<file path="config.mk">
export PLATFORM = sky130hd
export DESIGN_NAME = mpu_reg_write_arbiter
export DESIGN_NICKNAME = d
export VERILOG_FILES = /design/src/rtl/mpu_pkg.sv /design/src/rtl/rr_priority_pick.sv /design/src/rtl/mpu_reg_write_arbiter.sv
export SDC_FILE = /design/constraint.sdc
export NUM_CORES = 1
export LEC_CHECK = 0
export BUFFER_PORTS_ARGS = -buffer_cell sky130_fd_sc_hd__buf_2
export CORE_MARGIN = 10
export CORE_UTILIZATION = 50
export CTS_CLUSTER_DIAMETER = 40
export CTS_CLUSTER_SIZE = 14
export DETAILED_ROUTE_END_ITERATION = 10
export PLACE_DENSITY_LB_ADDON = 0.15
export SYNTH_ARGS = -nofsm -noshare
export SYNTH_HDL_FRONTEND = slang
export SYNTH_SLANG_ARGS = --single-unit
export TNS_END_PERCENT = 100
</file>
<file path="constraint.sdc">
create_clock -name clk -period 6.16 [get_ports clk]
set_input_delay 0.616 -clock clk [delete_from_list [all_inputs] [get_ports clk]]
set_output_delay 0.616 -clock clk [all_outputs]
set_load 0.01 [all_outputs]
</file>
<file path="src/rtl/mpu_pkg.sv">
// Shared types and matrix geometry for the MPU register-file write path.
// Pure declarations; no timing or flow control.
package mpu_pkg;

  typedef enum logic [1:0] {
    ARB_IDLE,
    ARB_GRANT,
    ARB_RELEASE
  } arb_state_t;

  localparam int ARB_MAX_NREQ    = 8;
  localparam int MATRIX_REG_BITS = 2;
  localparam int MBITS           = 2;
  localparam int NBITS           = 2;
  localparam int FPBITS          = 31;

  localparam logic [MBITS:0] MAX_M = (MBITS + 1)'(4);
  localparam logic [NBITS:0] MAX_N = (NBITS + 1)'(4);

  // A burst must describe a non-empty matrix that fits the register file.
  function automatic logic dims_bad(input logic [MBITS:0] m, input logic [NBITS:0] n);
    return (m == '0) || (n == '0) || (m > MAX_M) || (n > MAX_N);
  endfunction

endpackage

</file>
<file path="src/rtl/rr_priority_pick.sv">
// Round-robin pick: first asserted request strictly after i_last, wrapping.
// Combinational, zero latency; no flow control.
module rr_priority_pick #(
  parameter int NREQ = 2,
  parameter int IW   = 1
) (
  input  logic [NREQ-1:0] i_req,
  input  logic [IW-1:0]   i_last,
  output logic [IW-1:0]   o_idx,
  output logic            o_vld
);

  logic [IW-1:0] w_cand;

  always_comb begin
    o_vld  = 1'b0;
    o_idx  = '0;
    w_cand = '0;
    for (int k = 1; k <= NREQ; k++) begin
      w_cand = IW'((int'(i_last) + k) % NREQ);
      if (!o_vld && i_req[w_cand]) begin
        o_vld = 1'b1;
        o_idx = w_cand;
      end
    end
  end

endmodule

</file>
<file path="src/rtl/mpu_reg_write_arbiter.sv">
// Matrix-granular round-robin owner of the register-file write port; beats forwarded with 1-cycle latency.
// Writers hold req for a whole m x n burst; non-owners are simply not granted (no beat is dropped for the owner).
module mpu_reg_write_arbiter
  import mpu_pkg::*;
#(
  parameter int NREQ    = 2,
  parameter int TIMEOUT = 64
) (
  input  logic                               clk,
  input  logic                               rst,
  input  logic [NREQ-1:0]                    req_in,
  output logic [NREQ-1:0]                    grant_out,
  input  logic [NREQ-1:0]                    wr_en_in,
  input  logic [NREQ-1:0][MATRIX_REG_BITS:0] addr_in,
  input  logic [NREQ-1:0][MBITS:0]           m_size_in,
  input  logic [NREQ-1:0][NBITS:0]           n_size_in,
  input  logic [NREQ-1:0][FPBITS:0]          element_in,
  input  logic [NREQ-1:0][MBITS:0]           i_loc_in,
  input  logic [NREQ-1:0][NBITS:0]           j_loc_in,
  output logic                               reg_load_en_out,
  output logic [MATRIX_REG_BITS:0]           reg_load_addr_out,
  output logic [FPBITS:0]                    reg_load_element_out,
  output logic [MBITS:0]                     reg_i_load_loc_out,
  output logic [NBITS:0]                     reg_j_load_loc_out,
  output logic [MBITS:0]                     reg_m_load_size_out,
  output logic [NBITS:0]                     reg_n_load_size_out,
  output logic                               busy_out,
  output logic [NREQ-1:0]                    dim_error_out,
  output logic                               timeout_error_out
);

  localparam int IW = (NREQ > 1) ? $clog2(NREQ) : 1;
  localparam int PW = MBITS + NBITS + 2;
  localparam int TW = $clog2(TIMEOUT + 1);

  arb_state_t r_state, w_state_nxt;

  logic [IW-1:0]            r_rr_ptr;
  logic [NREQ-1:0]          r_grant;
  logic                     r_busy;
  logic [MATRIX_REG_BITS:0] r_addr;
  logic [MBITS:0]           r_m;
  logic [NBITS:0]           r_n;
  logic [PW-1:0]            r_total;
  logic [PW-1:0]            r_beat_cnt;
  logic [TW-1:0]            r_idle_cnt;
  logic                     r_load_en;
  logic [FPBITS:0]          r_elem;
  logic [MBITS:0]           r_i;
  logic [NBITS:0]           r_j;
  logic [NREQ-1:0]          r_dim_err;
  logic                     r_to_err;

  logic [IW-1:0] w_pick_idx;
  logic          w_pick_vld;
  logic          w_pick_bad;
  logic          w_grant_start;
  logic          w_reject;
  logic          w_beat;
  logic          w_timeout;
  logic [MBITS:0] w_pick_m;
  logic [NBITS:0] w_pick_n;

  rr_priority_pick #(
    .NREQ (NREQ),
    .IW   (IW)
  ) u_pick (
    .i_req  (req_in),
    .i_last (r_rr_ptr),
    .o_idx  (w_pick_idx),
    .o_vld  (w_pick_vld)
  );

  assign w_pick_m   = m_size_in[w_pick_idx];
  assign w_pick_n   = n_size_in[w_pick_idx];
  assign w_pick_bad = dims_bad(w_pick_m, w_pick_n);

  always_ff @(posedge clk or posedge rst) begin
    if (rst) r_state <= ARB_IDLE;
    else     r_state <= w_state_nxt;
  end

  always_comb begin
    w_state_nxt   = r_state;
    w_grant_start = 1'b0;
    w_reject      = 1'b0;
    w_beat        = 1'b0;
    w_timeout     = 1'b0;
    case (r_state)
      ARB_IDLE: begin
        if (w_pick_vld) begin
          if (w_pick_bad) begin
            w_reject = 1'b1;
          end else begin
            w_grant_start = 1'b1;
            w_state_nxt   = ARB_GRANT;
          end
        end
      end
      ARB_GRANT: begin
        w_beat = wr_en_in[r_rr_ptr];
        // A final beat wins over a simultaneous req drop: it is a normal completion.
        if (w_beat && ((r_beat_cnt + PW'(1)) == r_total)) begin
          w_state_nxt = ARB_RELEASE;
        end else if (!req_in[r_rr_ptr]) begin
          w_state_nxt = ARB_RELEASE;
        end else if (!w_beat && ((r_idle_cnt + TW'(1)) == TW'(TIMEOUT))) begin
          w_timeout   = 1'b1;
          w_state_nxt = ARB_RELEASE;
        end
      end
      ARB_RELEASE: w_state_nxt = ARB_IDLE;
      default:     w_state_nxt = ARB_IDLE;
    endcase
  end

  always_ff @(posedge clk or posedge rst) begin
    if (rst) begin
      r_rr_ptr   <= IW'(NREQ - 1);
      r_grant    <= '0;
      r_busy     <= 1'b0;
      r_addr     <= '0;
      r_m        <= '0;
      r_n        <= '0;
      r_total    <= '0;
      r_beat_cnt <= '0;
      r_idle_cnt <= '0;
      r_load_en  <= 1'b0;
      r_elem     <= '0;
      r_i        <= '0;
      r_j        <= '0;
      r_dim_err  <= '0;
      r_to_err   <= 1'b0;
    end else begin
      r_dim_err <= '0;
      r_load_en <= w_beat;
      r_elem    <= w_beat ? element_in[r_rr_ptr] : '0;
      r_i       <= w_beat ? i_loc_in[r_rr_ptr]   : '0;
      r_j       <= w_beat ? j_loc_in[r_rr_ptr]   : '0;

      if (w_reject) begin
        r_dim_err[w_pick_idx] <= 1'b1;
        r_rr_ptr              <= w_pick_idx;
      end

      if (w_grant_start) begin
        r_grant             <= '0;
        r_grant[w_pick_idx] <= 1'b1;
        r_busy              <= 1'b1;
        r_rr_ptr            <= w_pick_idx;
        r_addr              <= addr_in[w_pick_idx];
        r_m                 <= w_pick_m;
        r_n                 <= w_pick_n;
        r_total             <= PW'(w_pick_m) * PW'(w_pick_n);
        r_beat_cnt          <= '0;
        r_idle_cnt          <= '0;
        r_to_err            <= 1'b0;
      end

      if (r_state == ARB_GRANT) begin
        if (w_beat) begin
          r_beat_cnt <= r_beat_cnt + PW'(1);
          r_idle_cnt <= '0;
        end else begin
          r_idle_cnt <= r_idle_cnt + TW'(1);
        end
        if (w_state_nxt == ARB_RELEASE) begin
          r_grant <= '0;
          r_busy  <= 1'b0;
        end
      end

      if (w_timeout) r_to_err <= 1'b1;

      // Address/sizes survive into RELEASE so the final beat still carries them.
      if (r_state == ARB_RELEASE) begin
        r_addr  <= '0;
        r_m     <= '0;
        r_n     <= '0;
        r_total <= '0;
      end
    end
  end

  assign grant_out            = r_grant;
  assign busy_out             = r_busy;
  assign reg_load_en_out      = r_load_en;
  assign reg_load_element_out = r_elem;
  assign reg_i_load_loc_out   = r_i;
  assign reg_j_load_loc_out   = r_j;
  assign reg_load_addr_out    = (r_busy || r_load_en) ? r_addr : '0;
  assign reg_m_load_size_out  = (r_busy || r_load_en) ? r_m : '0;
  assign reg_n_load_size_out  = (r_busy || r_load_en) ? r_n : '0;
  assign dim_error_out        = r_dim_err;
  assign timeout_error_out    = r_to_err;

endmodule

</file>
Word-level counts from Yosys, hierarchy flattened. Index checks and enable logic that the tools add are counted.

Register bits: 76. Input bits: 100. Output and inout bits: 54. Logic and storage cells: 124.

Add/sub/neg operators: 4. Multiply operators: 1. Magnitude comparators: 7. Equality and inequality tests: 5. Mux-type cells: 74. Reductions and logical operators: 17.

Operators by type and width (number): 32-bit two-way mux (3); 3-bit two-way mux (21); 1-bit two-way mux (31); 6-bit two-way mux (5); 7-bit two-way mux (3); 2-bit two-way mux (9); 1-bit by 2-bit less-than comparator with 1-bit output, second input constant (4); 2-bit nonzero test (4); 7-bit by 1-bit adder with 7-bit output, second input constant (1); 7-bit == test, second input constant (1); 6-bit by 1-bit adder with 6-bit output, second input constant (1); 6-bit == test (1); 3-bit greater-than comparator, second input constant (2); 3-bit logical NOT (2); 3-bit by 3-bit multiplier with 6-bit output (1); 2-bit == test, second input constant (2); 1-bit logical AND (4); 1-bit logical OR (4); 2-bit case mux with 2 select lines (1); 1-bit adder, second input constant (2); 2-bit by 1-bit == test with 1-bit output, second input constant (1); 1-bit logical NOT (2); 2-bit logical NOT (1); 1-bit demux with 1-bit select (1); 1-bit >= comparator, second input constant (1).

Depth between registers and ports, before layout. Gate-level depths: netlist (run 1).

Word-level depth: 19. Gate-level depth with buffers: 11.

Cells and area by module. Synthesis (run 1) repeated with hierarchy kept, for this count alone.

Cell total of the unflattened synthesis: 353. Area, all modules: 3792.4 um2.

By module, submodules not included: mpu_reg_write_arbiter (instances 1, cells an instance 351, area each 3778.6 um2, sequential area each 1903.1 um2); rr_priority_pick (instances 1, cells an instance 2, area each 13.8 um2, sequential area each 0.0 um2).

Worst setup path after synthesis (run 1). Ideal clock, no wire load.

Kind: input -> register. Start: in req_in[1]. End: reg r_total[4]. Library setup time: 0.121 ns. Arrival time: 2.742 ns. Data required time: 6.039 ns. Path slack: 3.297 ns. Stages: 10. Path buffers: 2. Cells stage by stage: a21bo_1 > buf_2 > buf_1 > a31oi_1 > fa_1 > inv_1 > ha_1 > fa_1 > xnor2_1 > o21ai_1.

Word-level cells in the longest chain between the ends: 16. Elaborated cells between the ends (all ways): 28. Classes of those cells: mul: 1; order compare: 2; mux: 17; reduce/logical: 8.

RTL lines: start: declaration (RTL line mpu_reg_write_arbiter.sv:11) `input logic [NREQ-1:0] req_in,`; parallel branches: the longest is 16 deep, another holds 3-bit by 3-bit multiplier with 6-bit output; end signal: assignment (RTL line mpu_reg_write_arbiter.sv:154) `r_total <= PW'(w_pick_m) * PW'(w_pick_n);`; end: declaration (RTL line mpu_reg_write_arbiter.sv:44) `logic [PW-1:0] r_total;`.

Several ways; the timed one is not identified. The select of a mux whose other input is x is not followed. A chain may end at the register's enable or synchronous reset.

Worst setup path after layout (run 1). Same ends and word-level chain as after synthesis.

==> reports/qor.yml, run 1 <==
hold_viol_final: 0
clock.fmax_mhz: 349.2
final_antenna_net_count: 0
final_common_cell: "buf_2"
worstHoldEndpoint: "reg_load_element_out[2]$_DFF_PP0_"
grt_usage_pct: 16.67
reg2reg_depth: 7
core_mm2: 0.007727
grt_remaining_overflow: 0
antenna_found_initial: 0
drive_gt1_share_pct: 33.95
wl_um: 10150
io_pins: 154
netlist_instances: 388
synth.avg_cell_area_um2: 10.23
place_congestion: 0.8317
port_buffers: 153
crit_path_start_kind: "primary input"
htreeDepth: 3
grt_pass1_wl_um: 16080
skew_ns: 0.01226
layout_setup_ws_ns: 3.296
dr.pass1.iters: 4
r2r_setup_slack_ns: 3.33
peakVddDrop_mv: 0.4595
num_vias: 3358
p_leak_nw: 2.770
first_global_vias: 3452
worstPathRequired_ns: 6.38
die-area_mm2: 0.01190
final_cell_mix: "153 x buf_2, 75 x dfrtp_1, 48 x mux2i_1"
cap_viol_max_count: 0
die_h_um: 109.1
synth_edf_count: 0
post_cts_resized: 0
async_flop_share_pct: 100.0
endpoint_kind: "flop"
cts_root_buffer: "clkbuf_8"
area_growth_pct: 25.07
cts.path.max_buffers: 2
yosysWarnings: 0
die_w_um: 109.1
drc_errors: 0
period_share_pct: 46.49
grt_max_degree: 77
finalSetupViolations: 0
tightest_slew_ns: 0.9286
ys.flop_type: "dfrtp_1"
cts_tree: "built"
worstPathArrival_ns: 3.09
drt_iter0_markers: 114
synth_cell_types: 50
rsz0062_at_grt: "false"
cts_buffers: 9
hold_class: "primary input to flop"
finalSetupTns_ns: 0
rows: 32
start_util_pct: 51.34
clock_latency_ns: 0.35
synth-seq-cells: 76
syn-cell-area_mm2: 0.003968
post-place-ws_ns: 2.941
clkSlewWorstSetupHoldPaths_ns: 0.09
power.density_mw_per_mm2: 351.0
whs_ns: 0.5043
outcome: "completed"
drv_slew: 0
cts_setup_buffers: 0
hp-start: "element_in[2]"
post-dp-hpwl_um: 7795
vias_per_cell: 5.239
nets: 644
ys_seq_area_share_pct: 47.97
fin_crit_ns: 2.864
holdPathStages: 3
cp_max_fo: 17
slew_headroom_pct: 38.09
setup.worst_path.class: "primary input to flop"
cts_hold_buf: 0
n_antenna_cell: 0
cts_sinks: 76
r2r-start: "r_rr_ptr$_DFFE_PP1P_"
synth_nets: 498
drt-wirelength-per-cell_um: 15.83
r2r-end: "r_beat_cnt[5]$_DFF_PP0_"
==> cell usage after synthesis, types with 2 or more instances <==
| library cell | count | share of area (%) |
|---|---|---|
| dfrtp_1 | 75 | 47 |
| mux2i_1 | 48 | 12 |
| nor2_1 | 47 | 4.4 |
| nand3_1 | 34 | 4.3 |
| nand2_1 | 20 | 1.9 |
| o21ai_1 | 14 | 1.8 |
| nor2b_1 | 13 | 2.0 |
| xnor2_1 | 11 | 2.4 |
| buf_2 | 10 | 1.3 |
| a31oi_1 | 8 | 1.3 |
| and3_1 | 8 | 1.3 |
| ha_1 | 8 | 2.5 |
| inv_1 | 8 | 0.76 |
| a21oi_1 | 6 | 0.76 |
| o21ai_0 | 6 | 0.76 |
| and2_1 | 5 | 0.79 |
| buf_1 | 5 | 0.47 |
| nor3_1 | 5 | 0.63 |
| a22o_1 | 4 | 0.88 |
| clkbuf_1 | 4 | 0.38 |
| nand2b_1 | 4 | 0.63 |
| nor3b_1 | 3 | 0.57 |
| o21a_1 | 3 | 0.57 |
| o21ba_2 | 3 | 0.76 |
| xor2_1 | 3 | 0.66 |
| a211o_1 | 2 | 0.44 |
| a21o_1 | 2 | 0.38 |
| buf_6 | 2 | 0.57 |
| fa_1 | 2 | 1.0 |
| nand4_1 | 2 | 0.32 |
| o2111a_1 | 2 | 0.57 |
| o211ai_1 | 2 | 0.38 |
| or3_1 | 2 | 0.32 |
==> state kept, by name (all words and copies together), names as in the netlist, 3 cells and up <==
| signal | count |
|---|---|
| reg_load_element_out | 32 |
| r_n | 3 |
| reg_j_load_loc_out | 3 |
| reg_i_load_loc_out | 3 |
| r_m | 3 |
| r_total | 6 |
| r_idle_cnt | 7 |
| r_addr | 3 |
| r_beat_cnt | 6 |
==> how the worst max path moves through the flow <==
stage	startpoint	endpoint	depth (start not counted)
global route	r_rr_ptr$_DFFE_PP1P_	r_beat_cnt[5]$_DFF_PP0_	7
finish	req_in[1]	r_total[4]$_DFFE_PP0P_	10
detailed placement	req_in[1]	r_total[4]$_DFFE_PP0P_	10
floorplan	req_in[1]	r_total[4]$_DFFE_PP0P_	10
global placement	req_in[1]	r_total[4]$_DFFE_PP0P_	10
CTS	req_in[1]	r_total[4]$_DFFE_PP0P_	10
==> metal layers <==
| metal | global-route usage (%) | vias up | wire length (um) |
|---|---|---|---|
| met2 | 27.29 | 130 | 4607 |
| met4 | 4.802 | 0 | 129 |
| met1 | 19.87 | 1569 | 4326 |
| met3 | 6.608 | 10 | 1082 |
| li1 | - | 1649 | - |
| met5 | 0 | - | 0 |
==> area by class of cell <==
type | count | area (um^2)
clock buffers | 10 | 137.6
clock inverters | 6 | 47.55
fillers | 672 | 2765
inverters | 8 | 30.03
multi-input cells | 282 | 1921
flip-flops and latches | 76 | 1903
well taps | 102 | 127.6
repair buffers | 157 | 795.8
==> worst max-delay path: stages <==
cell and delay, ns:
buf_2 0.13, a21boi_2 0.59, and3_1 0.25, a31oi_1 0.06, fa_1 0.56, inv_1 0.04
ha_1 0.22, fa_1 0.38, xnor2_1 0.16, o21ai_1 0.07
==> kinds of logic (layout without fill, tap and decap cells) <==
| group | Yosys count | after routing | synth area share (%) |
|---|---|---|---|
| fa+ha+maj | 10 | 10 | 3.532 |
| buf+inv | 30 | 181 | 3.627 |
| xor+xnor | 15 | 15 | 3.658 |
| compound gates | 62 | 62 | 10.72 |
| simple gates | 146 | 146 | 18.10 |
| flops | 76 | 76 | 47.97 |
| mux | 49 | 49 | 12.39 |
==> report_power, final <==
group	total, mW	internal (mW)	switching (mW)	leakage (nW)
clock	0.347	0.160	0.187	0.0928
sequential	0.675	0.615	0.0604	1.03
combinational	0.719	0.303	0.416	1.65
==> metrics by stage <==
step / total power, mW / cell area [um^2] / util, % / std cells
floorplan: 1.198 / 3968 / - / 388
detailed placement: 1.417 / 4777 / 61.82 / 625
global route: 1.878 / 4962 / 64.22 / 641
global placement: 1.394 / 4777 / 61.82 / 625
CTS: 1.770 / 4962 / 64.22 / 641
finish: 1.742 / 4962 / 64.22 / 641
(Power assumes the default switching activity.)
==> run 2, diff against run 1 <==
- CORE_UTILIZATION: 50 -> 44
- clock period: 6.16 -> 2.6 ns (I/O delays scaled with it)
==> run 2 against run 1 <==
Effect of this change:
- hold slack worse by 0.51 ns
- cell count is 1.7% higher
- utilization is 6.5 points lower
- the flow now finishes with violations (negative hold slack)
- via count up 0.33%
- critical endpoint unchanged
- setup slack got worse by 3.1 ns
- largest cell class unchanged
- clock power rose to 2.9 times the previous value
- critical path depth is 2 lower
- sequential share of layout area is 0.74 points lower
- non-clock buffer count up 5
- die area rose by 11%
==> reports/qor.yml, run 2 (synthesis gave the netlist of run 1 again) <==
start_util_pct: 45.27  # -6.1 points
num_vias: 3369  # +0.33%
final_antenna_net_count: 0  # unchanged
regArea_mm2: 0.001903  # unchanged
final_cell_mix: "153 x buf_2, 75 x dfrtp_1, 48 x mux2i_1"
n_antenna_cell: 0  # unchanged
cts_setup_buffers: 0  # unchanged
largest_reg_flops: 32  # unchanged
drt_iter0_markers: 153  # +34%
period_share_pct: 93.80
power.density_mw_per_mm2: 858.1  # +140%
rsz0062_at_grt: "false"
path_buf_inv: 1  # -1
fin_util_pct: 57.74  # -6.5 points
cp_max_fo: 5  # -12
wl_um: 10510  # +3.6%
cts_tree: "built"
cts_buffers: 9  # unchanged
die_w_um: 115.0  # +5.4%
drt-wirelength-per-cell_um: 16.12  # +1.8%
io_pins: 154  # unchanged
htreeDepth: 3  # unchanged
core_mm2: 0.008763  # +13%
slew_headroom_pct: 54.94  # +17 points
power_mw: 4.342  # +150%
hold_class: "primary input to async pin"
reg2reg_depth: 8  # +1
post-dp-hpwl_um: 8118  # +4.1%
fin_crit_ns: 2.439
post_cts_resized: 0  # unchanged
cts_sinks: 76  # unchanged
die_h_um: 115.0  # +5.4%
outcome: "finished, violations left"
finalSetupTns_ns: 0  # unchanged
drv_slew: 0  # unchanged
setup.worst_path.class: "flop to flop"
r2r_setup_slack_ns: 0.16  # -3.17 ns
nFillCells: 766  # +14%
area_growth_pct: 27.53
first_global_vias: 3481  # +0.84%
endpoint_kind: "flop"
drive_gt1_share_pct: 34.56  # +0.61 points
vias_per_cell: 5.167  # -1.4%
r2r-start: "r_rr_ptr$_DFFE_PP1P_"
crit_path_start_kind: "flop"
final_common_cell: "buf_2"
cts.path.max_buffers: 2  # unchanged
clock.fmax_mhz: 410.0
grt_pass1_wl_um: 17040  # +6.0%
grt_max_degree: 48  # -38%
cp_top_family: "adder cells"
dr.pass1.iters: 6  # +2
violations: "negative hold slack"
cp_slowest_cell: "dfstp_2"
grt_usage_pct: 15.69  # -0.99 points
finalSetupViolations: 0  # unchanged
tightest_slew_ns: 0.6734  # -0.2552 ns
peakVddDrop_mv: 0.5118  # +11%
cts_root_buffer: "clkbuf_8"
cp_cell_sequence: "a21bo_1 -> a31oi_1 -> fa_1 -> inv_1 -> ha_1 -> fa_1 -> xnor2_1 -> o21ai_1"
cap_viol_max_count: 0  # unchanged
hold_viol_final: 2  # +2
clock_latency_ns: 0.34  # about the same
slowest_delay_ns: 0.57  # -0.02 ns
place_congestion: 0.7836  # -5.8%
cts_hold_buf: 0  # unchanged
worstPathRequired_ns: 2.83  # -3.55 ns
clkSlewWorstSetupHoldPaths_ns: 0.08  # about the same
drc_errors: 0  # unchanged
crit_start: "r_rr_ptr$_DFFE_PP1P_"
worstPathArrival_ns: 2.66  # -0.43 ns
port_buffers: 153  # unchanged
grt_remaining_overflow: 0  # unchanged
r2r-end: "r_total[4]$_DFFE_PP0P_"
nets: 649  # +0.78%
rows: 34  # +6.3%
skew_ns: 0.01384  # +0.001582 ns
multi_input_comb_area_mm2: 0.001921  # unchanged
whs_ns: -0.001223  # -0.5055 ns
die-area_mm2: 0.01322  # +11%
antenna_found_initial: 0  # unchanged
crit_top_cell: "fa_1"
p_leak_nw: 2.821  # +1.8%
[run 2: through the flow]
step / instance area (um^2) / cells / setup slack, ns
2_1_floorplan: 3980 / 388 / 0.01668
3_3_place_gp: 4835 / 636 / 0.2473
3_5_place_dp: 4835 / 636 / 0.1308
4_1_cts: 5060 / 652 / 0.1262
5_1_grt: 5060 / 652 / 0.02871
6_report: 5060 / 652 / 0.1612
[run 2: layout make-up]
type | count | share of cell area [%]
clock buffers | 10 | 2.720
clock inverters | 6 | 1.731
inverters | 8 | 0.5935
multi-input cells | 282 | 37.96
flip-flops and latches | 76 | 37.61
well taps | 108 | 2.671
repair buffers | 162 | 16.72
[run 2: worst max path at each step]
stage               cells past startpoint  slack (ns)                     end
floorplan                              11        0.02  r_total[4]$_DFFE_PP0P_
global placement                        8        0.25  r_total[4]$_DFFE_PP0P_
detailed placement                      8        0.13  r_total[4]$_DFFE_PP0P_
CTS                                     8        0.13  r_total[4]$_DFFE_PP0P_
global route                            8        0.03  r_total[4]$_DFFE_PP0P_
finish                                  8        0.16  r_total[4]$_DFFE_PP0P_
[run 2: metal layers]
layer	up-vias	track usage, %	wire, um	part of all wire [%]
met1	1560	19.24	4518	43
met4	0	6.023	223	2.1
li1	1659	-	-	-
met5	-	0	0	0
met2	132	24.85	4745	45
met3	18	5.469	1022	9.7
[run 2: power by group]
group          total, mW  leakage [nW]  internal (mW)  switching [mW]
Clock               1.00         0.116          0.567           0.435
Sequential          1.60          1.03           1.46           0.144
Combinational       1.74          1.68          0.740           0.999
==> run 3, diff against run 2 <==
- MAX_ROUTING_LAYER: default -> met4
==> run 3 against run 2 <==
Effect of this change:
- the flow still finishes with violations (negative hold slack)
- clock-buffer cell count unchanged
- sequential share of layout area unchanged
- clock skew about the same
- register-to-register slack about the same
- via count down 0.47%
- die area unchanged
- clock power about the same
- combinational power about the same
- non-clock buffer count unchanged
- largest cell class unchanged
- largest power group unchanged
- highest routed layer unchanged
==> reports/qor.yml, run 3 (synthesis gave the netlist of run 1 again) <==
finalSetupTns_ns: 0  # unchanged
whs_ns: -0.0006457  # +0.0005775 ns
grt_max_degree: 48  # unchanged
cts_sinks: 76  # unchanged
intPower_mw: 2.764  # about the same
drv_slew: 0  # unchanged
cts.path.max_buffers: 2  # unchanged
io_pins: 154  # unchanged
seqPwrFrac_pct: 36.9  # about the same
skew_ns: 0.01359  # -0.0002545 ns
crit_path_start_kind: "flop"
grt_pass1_wl_um: 17020  # -0.12%
drt_iter0_markers: 145  # -5.2%
slowest_delay_ns: 0.57  # about the same
die_w_um: 115.0  # unchanged
final_cell_mix: "153 x buf_2, 75 x dfrtp_1, 48 x mux2i_1"
final_area_mm2: 0.005060  # unchanged
place_area_mm2: 0.004835  # unchanged
final_antenna_net_count: 0  # unchanged
slew_headroom_pct: 54.88  # -0.058 points
outcome: "finished, violations left"
tightest_slew_ns: 0.6743  # +0.0008673 ns
largest_reg_flops: 32  # unchanged
cts_root_buffer: "clkbuf_8"
fin_util_pct: 57.74  # unchanged
cp_cell_sequence: "a21bo_1 -> a31oi_1 -> fa_1 -> inv_1 -> ha_1 -> fa_1 -> xnor2_1 -> o21ai_1"
cts_setup_buffers: 0  # unchanged
core_mm2: 0.008763  # unchanged
reg2reg_depth: 8  # unchanged
power.density_mw_per_mm2: 858.2  # about the same
worstPathRequired_ns: 2.82  # about the same
grt_usage_pct: 16.13  # +0.44 points
post-dp-hpwl_um: 8118  # unchanged
endpoint_kind: "flop"
rows: 34  # unchanged
worstPathArrival_ns: 2.67  # about the same
nets: 649  # unchanged
clock.fmax_mhz: 409.2  # -0.21%
netSwitchingPower_mw: 1.578  # about the same
drt-wirelength-per-cell_um: 16.13  # about the same
multi_input_comb_area_mm2: 0.001921  # unchanged
regArea_mm2: 0.001903  # unchanged
power_frac_comb_pct: 40.1  # about the same
start_util_pct: 45.27  # unchanged
r2r_setup_slack_ns: 0.16  # about the same
place_congestion: 0.7945  # +1.4%
setup.worst_path.class: "flop to flop"
die-area_mm2: 0.01322  # unchanged
p_leak_nw: 2.821  # unchanged
nFillCells: 766  # unchanged
fin_crit_ns: 2.444  # +0.005058 ns
cts_hold_buf: 0  # unchanged
cp_slowest_cell: "dfstp_2"
hold_class: "primary input to async pin"
violations: "negative hold slack"
die_h_um: 115.0  # unchanged
post_cts_resized: 0  # unchanged
crit_top_cell: "fa_1"
cp_max_fo: 5  # unchanged
period_share_pct: 93.99  # +0.19 points
clkSlewWorstSetupHoldPaths_ns: 0.08  # about the same
swShare_pct: 36.35  # about the same
htreeDepth: 3  # unchanged
clock_latency_ns: 0.34  # about the same
final_common_cell: "buf_2"
drive_gt1_share_pct: 34.56  # unchanged
r2r-start: "r_rr_ptr$_DFFE_PP1P_"
dr.pass1.iters: 4  # -2
peakVddDrop_mv: 0.5133  # +0.29%
clkPwrFrac_pct: 23.0  # about the same
area_growth_pct: 27.53  # unchanged
vias_per_cell: 5.143  # -0.47%
n_antenna_cell: 0  # unchanged
cap_viol_max_count: 0  # unchanged
rsz0062_at_grt: "false"
wl_um: 10520  # about the same
port_buffers: 153  # unchanged
grt_remaining_overflow: 0  # unchanged
finalSetupViolations: 0  # unchanged
first_global_vias: 3498  # +0.49%
hold_viol_final: 1  # -1
cts_tree: "built"
drc_errors: 0  # unchanged
antenna_found_initial: 0  # unchanged
num_vias: 3353  # -0.47%
r2r-end: "r_total[4]$_DFFE_PP0P_"
cts_buffers: 9  # unchanged
-- run 3: final cells by class --
type | count | share of cell area (%)
multi-input combinational | 282 | 37.96
sequential | 76 | 37.61
timing repair buffer | 162 | 16.72
clock buffer | 10 | 2.720
tap | 108 | 2.671
clock inverter | 6 | 1.731
inverter | 8 | 0.5935
-- run 3: worst max-delay path: cells and delay by family (launching register included) --
kind            cells  cell delay (ns)
compound gates      3             0.40
xor+xnor            1             0.16
flops               1             0.57
buf+inv             1             0.04
fa+ha+maj           3             1.16
-- run 3: per-stage QoR --
| stage | setup WS [ns] | power [mW] | cells | hold WS (ns) |
|---|---|---|---|---|
| 2_1_floorplan | 0.01668 | 2.850 | 388 | 0.3300 |
| 3_3_place_gp | 0.2473 | 3.349 | 636 | 0.3793 |
| 3_5_place_dp | 0.1308 | 3.385 | 636 | 0.3778 |
| 4_1_cts | 0.1262 | 4.400 | 652 | 0.001664 |
| 5_1_grt | 0.02876 | 4.657 | 652 | 0.03193 |
| 6_report | 0.1562 | 4.342 | 652 | -0.0006457 |
-- run 3: worst max path at each step --
stage | startpoint | end | slack, ns | cells past startpoint
4_1_cts | r_rr_ptr$_DFFE_PP1P_ | r_total[4]$_DFFE_PP0P_ | 0.13 | 8
3_5_place_dp | r_rr_ptr$_DFFE_PP1P_ | r_total[4]$_DFFE_PP0P_ | 0.13 | 8
2_1_floorplan | r_rr_ptr$_DFFE_PP1P_ | r_total[4]$_DFFE_PP0P_ | 0.02 | 11
5_1_grt | r_rr_ptr$_DFFE_PP1P_ | r_total[4]$_DFFE_PP0P_ | 0.03 | 8
3_3_place_gp | r_rr_ptr$_DFFE_PP1P_ | r_total[4]$_DFFE_PP0P_ | 0.25 | 8
6_report | r_rr_ptr$_DFFE_PP1P_ | r_total[4]$_DFFE_PP0P_ | 0.16 | 8
-- run 3: layer usage --
metal  global-route usage, %  up-vias  share of wire, %
li1                        -     1657                 -
met1                   19.55     1545                43
met4                   6.106        0               2.1
met5                       -        -                 0
met3                   4.844       18               9.3
met2                   24.77      133                45
-- run 3: power groups by stage --
stage	logic (mW)	registers (mW)	clock network [mW]
4_1_cts	1.77	1.60	1.03
3_3_place_gp	1.73	1.61	0
3_5_place_dp	1.76	1.62	0
5_1_grt	1.94	1.64	1.08
6_report	1.74	1.60	1.00
2_1_floorplan	1.18	1.67	0
